**config.mk**
```make
export PLATFORM = sky130hd
export DESIGN_NAME = instr_fetch_unit
export DESIGN_NICKNAME = d
export VERILOG_FILES = /design/src/rtl/fetch_pkg.sv /design/src/rtl/rom_rd_if.sv /design/src/rtl/instr_fetch_unit.sv
export SDC_FILE = /design/constraint.sdc
export NUM_CORES = 1
export LEC_CHECK = 0
export BUFFER_PORTS_ARGS = -buffer_cell sky130_fd_sc_hd__clkbuf_2
export CAP_MARGIN = 10
export CORE_MARGIN = 2
export CORE_UTILIZATION = 30
export DETAILED_ROUTE_END_ITERATION = 8
export PLACE_DENSITY_LB_ADDON = 0.12
export RECOVER_POWER = 50
export SYNTH_ARGS = -nofsm -noshare
export SYNTH_HDL_FRONTEND = slang
export SYNTH_SLANG_ARGS = --single-unit
```
**constraint.sdc**
```tcl
create_clock -name clk -period 4.1 [get_ports clk]
set_clock_uncertainty 0.2 [all_clocks]
set_input_delay 0.615 -clock clk [delete_from_list [all_inputs] [get_ports clk]]
set_output_delay 0.615 -clock clk [all_outputs]
set_load 0.05 [all_outputs]
```
**src/rtl/fetch_pkg.sv**
```systemverilog
// Shared definitions for the instruction fetch unit: the fetch FSM state
// encoding, the opcode field width and the two word phases of an instruction.
package fetch_pkg;

    typedef enum logic [2:0] {
        IDLE,
        REQ,
        WAIT_LO,
        WAIT_HI,
        HOLD
    } fetch_state_e;

    localparam int OPCODE_W = 6;

    localparam logic PHASE_OPC = 1'b0;
    localparam logic PHASE_OPR = 1'b1;

endpackage

```
**src/rtl/rom_rd_if.sv**
```systemverilog
// ROM read handshake: resync in IDLE, one-cycle cs strobe, ready-low/ready-high
// wait, and parking in HOLD. The FETCH_TIMEOUT_EN macro adds a sticky watchdog.
module rom_rd_if
    import fetch_pkg::*;
#(
    parameter int                ADDR_W         = 16,
    parameter int                DATA_W         = 16,
    parameter logic [ADDR_W-1:0] RESET_ADDR     = '0,
    parameter int                TIMEOUT_CYCLES = 15
) (
    input  logic              clk,
    input  logic              rst_n,
    input  logic              mem_ready,
    input  logic [DATA_W-1:0] mem_data,
    input  logic [ADDR_W-1:0] req_addr,
    input  logic              park,
    input  logic              resume,
    output logic              cs,
    output logic [ADDR_W-1:0] address,
    output fetch_state_e      state,
    output logic              word_valid,
    output logic [DATA_W-1:0] word,
    output logic              timeout,
    output logic              fetch_err
);

    fetch_state_e state_next;
    logic         ready_seen;

    assign word_valid = (state == WAIT_HI) && mem_ready;
    assign word       = mem_data;

    always_comb begin
        state_next = state;
        case (state)
            IDLE:    if (mem_ready && ready_seen) state_next = REQ;
            REQ:     state_next = WAIT_LO;
            WAIT_LO: if (!mem_ready) state_next = WAIT_HI;
            WAIT_HI: if (mem_ready) state_next = park ? HOLD : REQ;
            HOLD:    if (resume) state_next = REQ;
            default: state_next = IDLE;
        endcase
        if (timeout) state_next = IDLE;
    end

    // The ROM has no reset, so IDLE only trusts ready after two consecutive high samples.
    always_ff @(posedge clk or negedge rst_n) begin
        if (!rst_n) begin
            state      <= IDLE;
            cs         <= 1'b0;
            address    <= RESET_ADDR;
            ready_seen <= 1'b0;
        end else begin
            state      <= state_next;
            cs         <= (state_next == REQ);
            ready_seen <= (state == IDLE) && mem_ready;
            if (state_next == REQ) address <= req_addr;
        end
    end

`ifdef FETCH_TIMEOUT_EN
    localparam logic [3:0] TMO_LAST = 4'(TIMEOUT_CYCLES - 1);

    logic [3:0] tmo_cnt;

    assign timeout = ((state == WAIT_LO) || ((state == WAIT_HI) && !mem_ready))
                     && (tmo_cnt == TMO_LAST);

    always_ff @(posedge clk or negedge rst_n) begin
        if (!rst_n) begin
            tmo_cnt   <= 4'd0;
            fetch_err <= 1'b0;
        end else begin
            if (state == REQ) tmo_cnt <= 4'd0;
            else if ((state == WAIT_LO) || (state == WAIT_HI)) tmo_cnt <= tmo_cnt + 4'd1;
            if (timeout) fetch_err <= 1'b1;
        end
    end
`else
    logic unused_tmo;

    assign unused_tmo = ^TIMEOUT_CYCLES;
    assign timeout    = 1'b0;
    assign fetch_err  = 1'b0;
`endif

endmodule

```
**src/rtl/instr_fetch_unit.sv**
```systemverilog
// Instruction fetch unit: program counter, opcode/operand assembly, decoder
// handshake and branch redirect. FETCH_TIMEOUT_EN enables the ROM watchdog.
module instr_fetch_unit
    import fetch_pkg::*;
#(
    parameter int                ADDR_W         = 16,
    parameter int                DATA_W         = 16,
    parameter logic [ADDR_W-1:0] RESET_PC       = 16'h0000,
    parameter int                TIMEOUT_CYCLES = 15
) (
    input  logic                clk,
    input  logic                rst_n,
    output logic                cs,
    output logic [ADDR_W-1:0]   address,
    input  logic                mem_ready,
    input  logic [DATA_W-1:0]   mem_data,
    input  logic                redirect,
    input  logic [ADDR_W-1:0]   redirect_pc,
    output logic                ins_valid,
    input  logic                ins_ready,
    output logic [OPCODE_W-1:0] ins_opcode,
    output logic [DATA_W-1:0]   ins_operand,
    output logic [ADDR_W-1:0]   ins_pc,
    output logic                fetch_err
);

    fetch_state_e          state;
    logic                  word_valid;
    logic [DATA_W-1:0]     word;
    logic                  timeout;

    logic [ADDR_W-1:0]     pc;
    logic [ADDR_W-1:0]     pc_next;
    logic                  phase;
    logic                  phase_next;
    logic                  discard;
    logic                  discard_next;
    logic [OPCODE_W-1:0]   opc_q;
    logic [ADDR_W-1:0]     opc_pc_q;

    logic                  keep;
    logic                  busy;
    logic                  park;
    logic                  resume;

    assign keep   = word_valid && !discard && !redirect;
    assign busy   = (state == REQ) || (state == WAIT_LO) || (state == WAIT_HI);
    assign park   = (phase == PHASE_OPR) && !discard && !redirect;
    assign resume = ins_ready || redirect;

    rom_rd_if #(
        .ADDR_W         (ADDR_W),
        .DATA_W         (DATA_W),
        .RESET_ADDR     (RESET_PC),
        .TIMEOUT_CYCLES (TIMEOUT_CYCLES)
    ) u_rom_rd_if (
        .clk        (clk),
        .rst_n      (rst_n),
        .mem_ready  (mem_ready),
        .mem_data   (mem_data),
        .req_addr   (pc_next),
        .park       (park),
        .resume     (resume),
        .cs         (cs),
        .address    (address),
        .state      (state),
        .word_valid (word_valid),
        .word       (word),
        .timeout    (timeout),
        .fetch_err  (fetch_err)
    );

    // A redirect during an issued ROM read cannot abort it, so the word that
    // eventually comes back is marked for dropping instead.
    always_comb begin
        pc_next      = pc;
        phase_next   = phase;
        discard_next = discard;
        if (redirect) begin
            pc_next    = redirect_pc;
            phase_next = PHASE_OPC;
        end else if (keep) begin
            pc_next    = pc + 1'b1;
            phase_next = ~phase;
        end
        if (word_valid || timeout) discard_next = 1'b0;
        else if (redirect && busy) discard_next = 1'b1;
    end

    always_ff @(posedge clk or negedge rst_n) begin
        if (!rst_n) begin
            pc          <= RESET_PC;
            phase       <= PHASE_OPC;
            discard     <= 1'b0;
            opc_q       <= '0;
            opc_pc_q    <= '0;
            ins_valid   <= 1'b0;
            ins_opcode  <= '0;
            ins_operand <= '0;
            ins_pc      <= '0;
        end else begin
            pc      <= pc_next;
            phase   <= phase_next;
            discard <= discard_next;
            if (keep && (phase == PHASE_OPC)) begin
                opc_q    <= word[OPCODE_W-1:0];
                opc_pc_q <= pc;
            end
            if (keep && (phase == PHASE_OPR)) begin
                ins_valid   <= 1'b1;
                ins_opcode  <= opc_q;
                ins_operand <= word;
                ins_pc      <= opc_pc_q;
            end else if (redirect || (ins_valid && ins_ready)) begin
                ins_valid <= 1'b0;
            end
        end
    end

endmodule

```
==> impl_metrics.sql, run 1 <==
INSERT INTO impl_metrics (metric_group, metric, value, unit) VALUES
('sta', 'rsz0062_at_grt', 'false', ''),
('sta', 'post-route-period-util', '72.4', '%'),
('synth', 'netlist_area', '4230', 'um^2'),
('die', 'die_area', '15100', 'um^2'),
('detailed_routing', 'post_drt_wl_per_cell', '15.1', 'um'),
('die', 'floorplan.die.width', '123', 'um'),
('synth', 'postSynth.topFlopCell', 'sky130_fd_sc_hd__dfrtp_1', ''),
('min_path', 'min_delay_path_depth', '3', ''),
('cts', 'clkSlewWorstSetupHoldPaths', '0.07', 'ns'),
('placed_design', 'post-place-cells', '567', ''),
('die', 'top_level_ports', '94', ''),
('sta', 'max_slew.worst_pin.slew', '2.08', 'ns'),
('sta', 'fin_setup_tns', '0', 'ns'),
('cts', 'clockBufferDepth', '2', ''),
('setup_path', 'timing.critical_path.from_type', 'flip-flop', ''),
('cts', 'htreeDepth', '3', ''),
('sta', 'timing.slew.headroom', '-38.8', '%'),
('setup_path', 'worstPathRequired', '4.12', 'ns'),
('min_path', 'hold_class', 'in2reg', ''),
('detailed_routing', 'detailedRoute.firstIterationViolations', '87', ''),
('cts', 'cts_sinks', '100', ''),
('setup_path', 'timing.critical_path.fanout_max', '40', ''),
('pwr', 'max-vdd-ir-drop', '319', 'uV'),
('cts', 'cts_tree', 'yes', ''),
('final_layout', 'num_antenna_cells', '0', ''),
('synth', 'synthTopCellsByCount', '100 x sky130_fd_sc_hd__dfrtp_1, 78 x sky130_fd_sc_hd__mux2_2, 19 x sky130_fd_sc_hd__nand2_1, 8 x sky130_fd_sc_hd__nor2_1', ''),
('detailed_routing', 'route.final.wire_length', '8.83', 'mm'),
('detailed_routing', 'drc', '0', ''),
('detailed_routing', 'vias', '2649', ''),
('setup_path', 'cp_data_arrival_time', '2.99', 'ns'),
('synth', 'share_of_flip_flops_with_an_asynchronous_set_or_reset_after_synthesis', '100', '%'),
('setup_path', 'register_to_register_path_depth', '4', ''),
('placed_design', 'place.detailed.hpwl', '6.04', 'mm'),
('die', 'floorplan.rows', '43', ''),
('setup_path', 'setup_cp_type', 'reg2reg', ''),
('detailed_routing', 'postRouteAntennaNets', '0', ''),
('cts', 'cts_made_buffers', '9', ''),
('die', 'die_h', '123', 'um'),
('flow_run', 'drv.max_cap_violation_count', '1', ''),
('sta', 'slew_viol_final', '84', ''),
('synth', 'post_synth_main_area_contributors', 'sky130_fd_sc_hd__dfrtp_1 59%, sky130_fd_sc_hd__mux2_2 21%, sky130_fd_sc_hd__nand2_1 1.7%', ''),
('grt', 'number_of_antenna_violations_at_the_first_check_in_global_routing', '0', ''),
('die', 'floorplan.initialDensity', '30.6', '%'),
('pwr', 'p_leak', '2.41', 'nW'),
('final_layout', 'final_stage_net_count', '436', ''),
('cts', 'clk-insertion-delay-late', '0.35', 'ns'),
('placed_design', 'numPortBuffers', '92', ''),
('run_status', 'violations', 'capacitance limit, slew limit', ''),
('grt', 'grt_pass1_vias', '2603', ''),
('setup_path', 'timing.reg2reg.setup_slack', '1.13', 'ns'),
('run_status', 'outcome', 'finished, violations left', ''),
('detailed_routing', 'drt_pass1_iterations', '4', ''),
('sta', 'hold_viol', '0', ''),
('cts', 'root_buffer', 'sky130_fd_sc_hd__clkbuf_16', ''),
('cts', 'post_cts_resize_count', '0', ''),
('setup_path', 'worstReg2RegStart', 'u_rom_rd_if.state[2]', ''),
('synth', 'synth_edf_count', '0', ''),
('placed_design', 'place_congestion', '0.771', ''),
('grt', 'global_route.usage.total', '12.3', '%'),
('sta', 'setup_viol', '0', ''),
('min_path', 'hold_path_end', 'pc[14]', ''),
('detailed_routing', 'post_drt_via_cell_ratio', '4.54', ''),
('final_layout', 'layout_cell_share_with_drive_strength_beyond_1', '41.7', '%'),
('grt', 'grt_overflow_total', '0', ''),
('synth', 'synth.net_count', '345', ''),
('setup_path', 'end_kind', 'flip-flop', ''),
('die', 'area_inside_the_core_boundary', '13800', 'um^2'),
('synth', 'syn-mean-instance-area', '13.8', 'um^2'),
('synth', 'postSynthRegisterBits', '100', ''),
('cts', 'cts_hold_buf', '0', ''),
('sta', 'min_period', '2.97', 'ns');
==> where the power goes <==
group	switching, mW	leakage [nW]	internal (mW)	total [mW]
registers	0.173	1.28	1.26	1.43
logic	0.730	0.999	0.364	1.09
clock network	0.353	0.135	0.474	0.827
total	1.26	2.41	2.10	3.35
==> how the worst max path moves through the flow <==
stage,endpoint,cells past startpoint,startpoint
detailed placement,u_rom_rd_if.address[14],6,redirect
global placement,u_rom_rd_if.address[12],6,redirect
global route,ins_operand[10],2,rst_n
CTS,u_rom_rd_if.address[0],6,redirect
finish,ins_pc[12],4,u_rom_rd_if.state[2]
floorplan,u_rom_rd_if.address[9],6,redirect
==> final cells by class <==
type | instances | area (um^2)
sequential | 100 | 2500
multi-input combinational | 187 | 1600
fill | 1400 | 8750
tap | 180 | 225
inverter | 5 | 18.8
clock inverter | 2 | 35.0
timing repair buffer | 95 | 450
clock buffer | 14 | 244
==> worst max-delay path, stage by stage, from the launching register on <==
cell and delay (ns):
sky130_fd_sc_hd__dfrtp_1 0.45, sky130_fd_sc_hd__nand4b_1 0.71, sky130_fd_sc_hd__nor2_1 0.38, sky130_fd_sc_hd__nand2_2 0.59, sky130_fd_sc_hd__mux2_2 0.51
==> state kept, by name (all words and copies together), names as in the netlist <==
name / flops
u_rom_rd_if.state: 3
ins_operand: 16
u_rom_rd_if.cs: 1
ins_opcode: 6
phase: 1
u_rom_rd_if.ready_seen: 1
ins_valid: 1
ins_pc: 16
opc_pc_q: 16
pc: 16
u_rom_rd_if.address: 16
discard: 1
opc_q: 6
==> kinds of logic (layout without fill, tap and decap cells) <==
kind of cell | Yosys count | in the layout | synth area share (%)
compound gates | 22 | 22 | 3.43
fa+ha+maj | 1 | 1 | 0.296
other cells | 1 | 1 | 0.0887
xor+xnor | 10 | 10 | 2.07
buf+inv | 20 | 116 | 2.69
mux | 85 | 85 | 22.6
simple gates | 68 | 68 | 9.65
flops | 100 | 100 | 59.2
==> routing by layer <==
layer,vias up,GRT usage (%),wire length [um]
met3,12,2.65,462
met4,0,5.82,181
met2,76,18.0,3810
met1,1282,17.2,4370
li1,1279,-,-
met5,-,0,0
==> per-stage QoR <==
step           setup slack [ns]  area (um^2)  utilization, %  hold WS, ns  power (mW)
2_1_floorplan              1.67         4230               -        0.119        2.32
3_3_place_gp               1.16         4850            35.1        0.283        2.57
3_5_place_dp               1.12         4850            35.1        0.292        2.59
4_1_cts                    1.47         5130            37.1        0.285        3.44
5_1_grt                   0.665         5080            36.7        0.294        3.54
6_report                   1.13         5080            36.7        0.300        3.35
==> cell usage in the layout (no fill, tap or decap), types with 2 or more instances in the layout <==
| cell | count |
|---|---|
| sky130_fd_sc_hd__clkbuf_1 | 29 |
| sky130_fd_sc_hd__a31oi_1 | 2 |
| sky130_fd_sc_hd__a22oi_1 | 2 |
| sky130_fd_sc_hd__nor4_4 | 2 |
| sky130_fd_sc_hd__nand2_1 | 18 |
| sky130_fd_sc_hd__mux2_2 | 78 |
| sky130_fd_sc_hd__o21ai_0 | 5 |
| sky130_fd_sc_hd__buf_4 | 2 |
| sky130_fd_sc_hd__xnor2_1 | 7 |
| sky130_fd_sc_hd__inv_1 | 5 |
| sky130_fd_sc_hd__clkbuf_16 | 9 |
| sky130_fd_sc_hd__o21a_1 | 2 |
| sky130_fd_sc_hd__nand3_1 | 6 |
| sky130_fd_sc_hd__o21ai_1 | 3 |
| sky130_fd_sc_hd__clkbuf_2 | 69 |
| sky130_fd_sc_hd__nor2_1 | 9 |
| sky130_fd_sc_hd__a21oi_1 | 2 |
| sky130_fd_sc_hd__nor4_1 | 6 |
| sky130_fd_sc_hd__nand4_1 | 7 |
| sky130_fd_sc_hd__nor2b_1 | 3 |
| sky130_fd_sc_hd__nor3_1 | 4 |
| sky130_fd_sc_hd__dfrtp_1 | 100 |
| sky130_fd_sc_hd__nand2b_1 | 3 |
| sky130_fd_sc_hd__xor2_1 | 3 |
| sky130_fd_sc_hd__mux2i_1 | 6 |
No activity file was read; power rests on OpenSTA's default activity.
==> inputs of run 2 (changes only) <==
--- a/config.mk
+++ b/config.mk
@@ -5,6 +5,7 @@
 export SDC_FILE = /design/constraint.sdc
 export NUM_CORES = 1
 export LEC_CHECK = 0
+export ABC_AREA = 1
 export BUFFER_PORTS_ARGS = -buffer_cell sky130_fd_sc_hd__clkbuf_2
 export CAP_MARGIN = 10
 export CORE_MARGIN = 2
==> constraint.sdc (replaced) <==
create_clock -name clk -period 2.75 [get_ports clk]
set_clock_uncertainty 0.2 [all_clocks]
set_input_delay 0.4125 -clock clk [delete_from_list [all_inputs] [get_ports clk]]
set_output_delay 0.4125 -clock clk [all_outputs]
set_load 0.05 [all_outputs]
==> run 2 against run 1 <==
Net effect: the run now ends clean; clock-buffer cell count down 2; hold slack worse by 0.23 ns; critical path depth down 1; first-iteration DRC count up 77%; sequential cell count unchanged; sequential share of layout area fell by 1.4 points.
==> impl_metrics.sql, run 2 <==
INSERT INTO impl_metrics (metric_group, metric, value, unit) VALUES
('pwr', 'power_switching_share', '39.6', '%'),
('min_path', 'hold_class', 'in2reg', ''),
('die', 'floorplan.die.width', '124', 'um'),
('setup_path', 'end_kind', 'async pin', ''),
('synth', 'syn-mean-instance-area', '10.2', 'um^2'),
('synth', 'post_synth_inst_count', '425', ''),
('detailed_routing', 'route.final.wire_length', '9.22', 'mm'),
('sta', 'fin_setup_tns', '0', 'ns'),
('final_layout', 'final_stage_net_count', '557', ''),
('sta', 'post-route-period-util', '77.9', '%'),
('final_layout', 'final_core_util', '37.4', '%'),
('synth', 'synthTopCellsByCount', '138 x sky130_fd_sc_hd__nand2_1, 100 x sky130_fd_sc_hd__dfrtp_1, 30 x sky130_fd_sc_hd__inv_1, 29 x sky130_fd_sc_hd__o21ai_0, 24 x sky130_fd_sc_hd__nand3_1', ''),
('cts', 'clkSlewWorstSetupHoldPaths', '0.07', 'ns'),
('final_layout', 'syn_to_final_growth', '21.2', '%'),
('synth', 'netlist_area', '4310', 'um^2'),
('detailed_routing', 'vias', '3098', ''),
('final_layout', 'most_common_cell_after_layout_fill_and_taps_aside', 'sky130_fd_sc_hd__nand2_1', ''),
('sta', 'slew_viol_final', '0', ''),
('setup_path', 'worstSetupEndpoint', 'u_rom_rd_if.cs', ''),
('pwr', 'max-vdd-ir-drop', '446', 'uV'),
('cts', 'post-cts-setup-buffers', '0', ''),
('die', 'area_inside_the_core_boundary', '14000', 'um^2'),
('detailed_routing', 'postRouteAntennaNets', '0', ''),
('pwr', 'clkPwrFrac', '25.5', '%'),
('cts', 'cts_tree', 'yes', ''),
('final_layout', 'num_antenna_cells', '0', ''),
('grt', 'grt_overflow_total', '0', ''),
('setup_path', 'reg2reg_capture_point', 'ins_pc[13]', ''),
('cts', 'root_buffer', 'sky130_fd_sc_hd__clkbuf_16', ''),
('cts', 'cts_sinks', '100', ''),
('pwr', 'pwr_density_cell', '966', 'nW/um^2'),
('setup_path', 'register_to_register_path_depth', '5', ''),
('pwr', 'seq_power_share', '41.8', '%'),
('synth', 'postSynth.topFlopCell', 'sky130_fd_sc_hd__dfrtp_1', ''),
('placed_design', 'numPortBuffers', '92', ''),
('sta', 'hold_viol', '0', ''),
('synth', 'netlist-cell-type-count', '35', ''),
('final_layout', 'final.fill_count', '1441', ''),
('sta', 'timing.slew.headroom', '9.02', '%'),
('grt', 'grt_pass1_vias', '3032', ''),
('min_path', 'min_delay_path_depth', '2', ''),
('sta', 'max_slew.worst_pin.slew', '1.36', 'ns'),
('setup_path', 'worstReg2RegStart', 'discard', ''),
('final_layout', 'commonest_non_fill_non_tap_cells_in_the_layout', '138 x sky130_fd_sc_hd__nand2_1, 100 x sky130_fd_sc_hd__dfrtp_1, 68 x sky130_fd_sc_hd__clkbuf_2', ''),
('cts', 'cts_made_buffers', '9', ''),
('final_layout', 'multi_input_area', '1590', 'um^2'),
('setup_path', 'setup_cp_type', 'in2async', ''),
('synth', 'synth.net_count', '463', ''),
('cts', 'htreeDepth', '3', ''),
('sta', 'max_freq', '467', 'MHz'),
('cts', 'clockBufferDepth', '2', ''),
('synth', 'share_of_flip_flops_with_an_asynchronous_set_or_reset_after_synthesis', '100', '%'),
('setup_path', 'worstPathRequired', '3.03', 'ns'),
('detailed_routing', 'detailedRoute.firstIterationViolations', '154', ''),
('grt', 'number_of_antenna_violations_at_the_first_check_in_global_routing', '0', ''),
('final_layout', 'layout_cell_share_with_drive_strength_beyond_1', '25.4', '%'),
('detailed_routing', 'drt_pass1_iterations', '4', ''),
('detailed_routing', 'drc', '0', ''),
('run_status', 'outcome', 'finished clean', ''),
('die', 'floorplan.rows', '43', ''),
('flow_run', 'drv.max_cap_violation_count', '0', ''),
('sta', 'rsz0062_at_grt', 'false', ''),
('pwr', 'p_sw', '2.00', 'mW'),
('synth', 'ys_seq_area_share', '58.0', '%'),
('grt', 'largest_net_degree_at_the_start_of_global_routing', '78', ''),
('placed_design', 'place_congestion', '0.833', ''),
('pwr', 'cell_internal_pwr', '3.05', 'mW'),
('synth', 'post_synth_main_area_contributors', 'sky130_fd_sc_hd__dfrtp_1 58%, sky130_fd_sc_hd__nand2_1 12%, sky130_fd_sc_hd__mux2_4 7.0%', ''),
('final_layout', 'sequential_cell_area', '2500', 'um^2'),
('pwr', 'logic_gate_share_of_total_power', '32.8', '%'),
('die', 'top_level_ports', '94', ''),
('pwr', 'p_leak', '2.82', 'nW'),
('setup_path', 'timing.reg2reg.setup_slack', '0.67', 'ns'),
('setup_path', 'timing.critical_path.fanout_max', '77', ''),
('die', 'die_h', '124', 'um'),
('placed_design', 'place.detailed.hpwl', '6.60', 'mm'),
('cts', 'clk-insertion-delay-late', '0.35', 'ns'),
('synth', 'post_synth_top_area_cell', 'sky130_fd_sc_hd__dfrtp_1', ''),
('synth', 'postSynthRegisterBits', '100', ''),
('synth', 'synth_edf_count', '0', ''),
('die', 'floorplan.initialDensity', '30.8', '%'),
('setup_path', 'timing.critical_path.from_type', 'primary input', ''),
('detailed_routing', 'post_drt_via_cell_ratio', '4.40', ''),
('synth', 'yosysTopAreaCellShare', '58.0', '%'),
('sta', 'min_period', '2.14', 'ns'),
('sta', 'setup_viol', '0', ''),
('setup_path', 'cp-startpoint', 'rst_n', ''),
('synth', 'yosys_warnings', '0', ''),
('die', 'die_area', '15400', 'um^2'),
('grt', 'grt_first_pass_wirelength', '15.1', 'mm'),
('grt', 'global_route.usage.total', '12.9', '%'),
('setup_path', 'cp_data_arrival_time', '2.42', 'ns'),
('synth', 'yosys.cell_count.top_type', 'sky130_fd_sc_hd__nand2_1', ''),
('detailed_routing', 'post_drt_wl_per_cell', '13.1', 'um');
run 2: cell count changes after synthesis, moves of 5 or more:
cell                      before  now
sky130_fd_sc_hd__nand3_1       6   24
sky130_fd_sc_hd__mux2_1        0    7
sky130_fd_sc_hd__nor4_1        6    0
sky130_fd_sc_hd__o21ai_0       5   29
sky130_fd_sc_hd__mux2_2       78    8
sky130_fd_sc_hd__nand2_1      19  138
sky130_fd_sc_hd__xnor2_1       7    0
sky130_fd_sc_hd__inv_1         5   30
sky130_fd_sc_hd__or2_2         0    5
sky130_fd_sc_hd__buf_2         6    1
sky130_fd_sc_hd__mux2_4        1   20
sky130_fd_sc_hd__mux2i_1       6    0
run 2: cells by family (layout without fill, tap and decap cells):
logic type                 Yosys count  after routing  synth area share, %
and+or+nand+nor                    197            197                 20.0
DFF                                100            100                 58.0
buffers and inverters               49            148                 5.19
AOI/OAI and AO/OA                   38             38                 4.76
muxes                               35             35                 10.9
xor gates and xnor gates             4              4                0.812
adders and majority gates            1              1                0.290
other                                1              1               0.0869
run 2: through the flow:
step	hold slack [ns]	power (mW)	instances	setup slack, ns	instance area [um^2]
2_1_floorplan	-0.0831	3.41	425	1.06	4310
3_3_place_gp	0.134	3.82	687	0.553	4950
3_5_place_dp	0.138	3.84	687	0.527	4950
4_1_cts	0.0617	5.17	704	0.649	5270
5_1_grt	0.0772	5.39	704	0.303	5230
6_report	0.0742	5.05	704	0.608	5230
run 2: what timing repair did:
action	CTS	global route
hold buffers	1	0
hold endpoints to repair	23	0
resized for setup	0	0
endpoints found under the setup margin	0	0
run 2: worst min-delay path by stage:
| stage | start | end | slack, ns |
|---|---|---|---|
| after floorplan | rst_n | discard | -0.08 |
| after global placement | rst_n | ins_operand[10] | 0.13 |
| after detailed placement | rst_n | ins_operand[10] | 0.14 |
| after CTS | mem_data[7] | ins_operand[7] | 0.06 |
| after global routing | mem_data[7] | ins_operand[7] | 0.08 |
| final | mem_data[7] | ins_operand[7] | 0.07 |
run 2: critical path, cell delays in order:
cell and delay, ns:
sky130_fd_sc_hd__dlygate4sd3_1 0.52, sky130_fd_sc_hd__clkbuf_1 0.99, sky130_fd_sc_hd__buf_12 0.45
run 2: power groups by stage:
stage,clock [mW],combinational (mW),sequential (mW)
2_1_floorplan,0,0.626,2.79
3_3_place_gp,0,1.68,2.13
3_5_place_dp,0,1.70,2.14
4_1_cts,1.34,1.71,2.12
5_1_grt,1.40,1.83,2.17
6_report,1.29,1.65,2.11
run 2: cell type report:
class	instances	area share [%]
sequential	100	47.9
multi-input combinational	276	30.3
timing repair buffer	97	9.16
clock buffer	12	4.91
tap	180	4.31
inverter	35	2.54
clock inverter	4	0.909
run 2: metal layers:
| metal | up-vias | wire [um] | global-route usage (%) |
|---|---|---|---|
| li1 | 1561 | - | - |
| met1 | 1442 | 4710 | 17.9 |
| met2 | 82 | 3880 | 19.2 |
| met3 | 13 | 459 | 2.98 |
| met4 | 0 | 174 | 5.90 |
| met5 | - | 0 | 0 |
==> inputs of run 3 (changes only) <==
--- a/config.mk
+++ b/config.mk
@@ -5,7 +5,7 @@
 export SDC_FILE = /design/constraint.sdc
 export NUM_CORES = 1
 export LEC_CHECK = 0
-export ABC_AREA = 1
+export ABC_AREA = 0
 export BUFFER_PORTS_ARGS = -buffer_cell sky130_fd_sc_hd__clkbuf_2
 export CAP_MARGIN = 10
 export CORE_MARGIN = 2
==> constraint.sdc (replaced) <==
create_clock -name clk -period 1.95 [get_ports clk]
set_clock_uncertainty 0.2 [all_clocks]
set_input_delay 0.2925 -clock clk [delete_from_list [all_inputs] [get_ports clk]]
set_output_delay 0.2925 -clock clk [all_outputs]
set_load 0.05 [all_outputs]
==> run 3 against run 2 <==
Net effect: the run now ends with setup timing left; sequential share of layout area shrank 8.4 points; register-to-register slack got worse by 0.84 ns; sequential cell count did not move; total power up 63%.
==> impl_metrics.sql, run 3 (synthesis results as in run 1) <==
INSERT INTO impl_metrics (metric_group, metric, value, unit) VALUES
('placed_design', 'place_congestion', '0.752', ''),
('detailed_routing', 'drt_pass1_iterations', '4', ''),
('run_status', 'outcome', 'finished, violations left', ''),
('grt', 'grt_first_pass_wirelength', '15.6', 'mm'),
('pwr', 'max-vdd-ir-drop', '655', 'uV'),
('min_path', 'hold_path_end', 'pc[2]', ''),
('setup_path', 'timing.critical_path.from_type', 'flip-flop', ''),
('detailed_routing', 'drc', '0', ''),
('cts', 'clkSlewWorstSetupHoldPaths', '0.07', 'ns'),
('pwr', 'p_sw', '2.95', 'mW'),
('grt', 'grt_pass1_vias', '2972', ''),
('setup_path', 'worstReg2RegStart', 'u_rom_rd_if.state[1]', ''),
('cts', 'clockBufferDepth', '2', ''),
('sta', 'timing.slew.headroom', '38.4', '%'),
('cts', 'root_buffer', 'sky130_fd_sc_hd__clkbuf_16', ''),
('sta', 'hold_viol', '0', ''),
('detailed_routing', 'route.final.wire_length', '10.8', 'mm'),
('cts', 'clk-insertion-delay-late', '0.35', 'ns'),
('placed_design', 'place.detailed.hpwl', '6.62', 'mm'),
('die', 'die_h', '123', 'um'),
('setup_path', 'timing.reg2reg.setup_slack', '-0.17', 'ns'),
('detailed_routing', 'vias', '3043', ''),
('detailed_routing', 'post_drt_wl_per_cell', '16.1', 'um'),
('setup_path', 'reg2reg_capture_point', 'u_rom_rd_if.address[13]', ''),
('sta', 'timing.hold.ws', '0.00258', 'ns'),
('sta', 'post-route-period-util', '109', '%'),
('die', 'floorplan.die.width', '123', 'um'),
('final_layout', 'final_core_util', '45.9', '%'),
('min_path', 'hold_class', 'in2reg', ''),
('setup_path', 'setup_cp_type', 'reg2reg', ''),
('setup_path', 'register_to_register_path_depth', '6', ''),
('grt', 'number_of_antenna_violations_at_the_first_check_in_global_routing', '0', ''),
('final_layout', 'sequential_cell_area', '2500', 'um^2'),
('setup_path', 'critPathMaxStageDelay', '0.46', 'ns'),
('final_layout', 'num_antenna_cells', '0', ''),
('pwr', 'p_leak', '3.21', 'nW'),
('setup_path', 'cp_cell_sequence', 'or2b_1, o22ai_2, a221o_2, nand2b_4, clkbuf_16, mux2_2', ''),
('pwr', 'pwr_density_cell', '1300', 'nW/um^2'),
('sta', 'max_freq', '471', 'MHz'),
('final_layout', 'syn_to_final_growth', '50.2', '%'),
('final_layout', 'layout_cell_share_with_drive_strength_beyond_1', '55.9', '%'),
('final_layout', 'commonest_non_fill_non_tap_cells_in_the_layout', '98 x sky130_fd_sc_hd__dfrtp_1, 91 x sky130_fd_sc_hd__clkbuf_2, 47 x sky130_fd_sc_hd__buf_4', ''),
('sta', 'post-route-worst-setup-slack', '-0.173', 'ns'),
('setup_path', 'worstPathRequired', '1.99', 'ns'),
('pwr', 'clkPwrFrac', '23.7', '%'),
('die', 'floorplan.rows', '43', ''),
('min_path', 'min_delay_path_depth', '3', ''),
('pwr', 'cell_internal_pwr', '5.29', 'mW'),
('die', 'floorplan.initialDensity', '30.6', '%'),
('die', 'die_area', '15100', 'um^2'),
('detailed_routing', 'detailedRoute.firstIterationViolations', '154', ''),
('setup_path', 'critical_path.top_delay_family', 'compound AO/OA/AOI/OAI gates', ''),
('sta', 'setup_viol', '57', ''),
('setup_path', 'critPathSlowestCell', 'sky130_fd_sc_hd__dfrtp_2', ''),
('setup_path', 'worstPathBufferInverterCount', '1', ''),
('cts', 'cts_tree', 'yes', ''),
('cts', 'cts_sinks', '100', ''),
('sta', 'min_period', '2.12', 'ns'),
('grt', 'grt_overflow_total', '0', ''),
('pwr', 'seq_power_share', '36.5', '%'),
('grt', 'largest_net_degree_at_the_start_of_global_routing', '101', ''),
('detailed_routing', 'post_drt_via_cell_ratio', '4.54', ''),
('final_layout', 'most_common_cell_after_layout_fill_and_taps_aside', 'sky130_fd_sc_hd__dfrtp_1', ''),
('pwr', 'logic_gate_share_of_total_power', '39.8', '%'),
('run_status', 'violations', 'setup timing', ''),
('sta', 'slew_viol_final', '0', ''),
('final_layout', 'final_stage_net_count', '524', ''),
('final_layout', 'multi_input_area', '1880', 'um^2'),
('flow_run', 'drv.max_cap_violation_count', '0', ''),
('final_layout', 'final.fill_count', '1275', ''),
('setup_path', 'timing.critical_path.fanout_max', '8', ''),
('sta', 'max_slew.worst_pin.slew', '0.924', 'ns'),
('pwr', 'power_switching_share', '35.8', '%'),
('sta', 'rsz0062_at_grt', 'true', ''),
('setup_path', 'cp_data_arrival_time', '2.16', 'ns'),
('min_path', 'hold_start', 'redirect_pc[2]', ''),
('die', 'area_inside_the_core_boundary', '13800', 'um^2'),
('setup_path', 'end_kind', 'flip-flop', ''),
('placed_design', 'numPortBuffers', '92', ''),
('grt', 'global_route.usage.total', '13.9', '%'),
('detailed_routing', 'postRouteAntennaNets', '0', ''),
('die', 'top_level_ports', '94', ''),
('cts', 'cts_made_buffers', '9', ''),
('cts', 'htreeDepth', '3', '');
run 3: power groups by stage:
stage,registers [mW],clock network [mW],logic [mW]
finish,3.00,1.95,3.28
global route,3.08,2.11,3.46
CTS,2.99,2.03,2.84
detailed placement,3.03,0,2.66
global placement,3.01,0,2.64
floorplan,3.96,0,0.941
run 3: layer usage:
| metal | track usage, % | vias to the layer above | routed length [um] |
|---|---|---|---|
| met3 | 3.35 | 12 | 434 |
| li1 | - | 1463 | - |
| met5 | 0 | - | 0 |
| met1 | 18.9 | 1497 | 5320 |
| met2 | 20.6 | 71 | 4800 |
| met4 | 6.68 | 0 | 206 |
run 3: layout make-up:
| cell class | instances | share of cell area (%) |
|---|---|---|
| multi-input combinational | 187 | 29.6 |
| timing repair buffer | 183 | 22.0 |
| tap | 180 | 3.55 |
| clock buffer | 11 | 3.98 |
| inverter | 5 | 0.296 |
| sequential | 100 | 39.5 |
| clock inverter | 4 | 1.14 |
run 3: worst max-delay path by stage:
| stage | from | endpoint | cells past startpoint |
|---|---|---|---|
| 6_report | u_rom_rd_if.state[1] | u_rom_rd_if.address[13] | 6 |
| 5_1_grt | pc[1] | u_rom_rd_if.address[14] | 7 |
| 4_1_cts | discard | u_rom_rd_if.address[13] | 6 |
| 3_5_place_dp | mem_ready | u_rom_rd_if.address[15] | 6 |
| 3_3_place_gp | u_rom_rd_if.state[0] | u_rom_rd_if.address[11] | 6 |
| 2_1_floorplan | redirect | u_rom_rd_if.address[10] | 6 |
run 3: what timing repair did:
action	in CTS	in global routing
pin swaps	11	13
buffers inserted	11	6
hold buffers	27	0
endpoints found under the setup margin	76	45
cloned	0	7
resized for setup	10	51
hold endpoints to repair	132	0
run 3: stage by stage:
stage	TNS [ns]	setup WS, ns	power (mW)	cells	area [um^2]
after floorplan	-0.370	-0.0502	4.90	307	4280
after global placement	-3.67	-0.145	5.66	605	5230
after detailed placement	-5.80	-0.170	5.69	605	5230
after CTS	-3.06	-0.115	7.86	658	5950
after global routing	-7.97	-0.234	8.66	670	6350
final	-4.34	-0.173	8.24	670	6350
run 3: worst min-delay path: cells and delay by family:
kind / cells / cell delay (ns)
and+or+nand+nor: 1 / 0.06
AOI/OAI and AO/OA: 1 / 0.08
buffers and inverters: 1 / 0.08
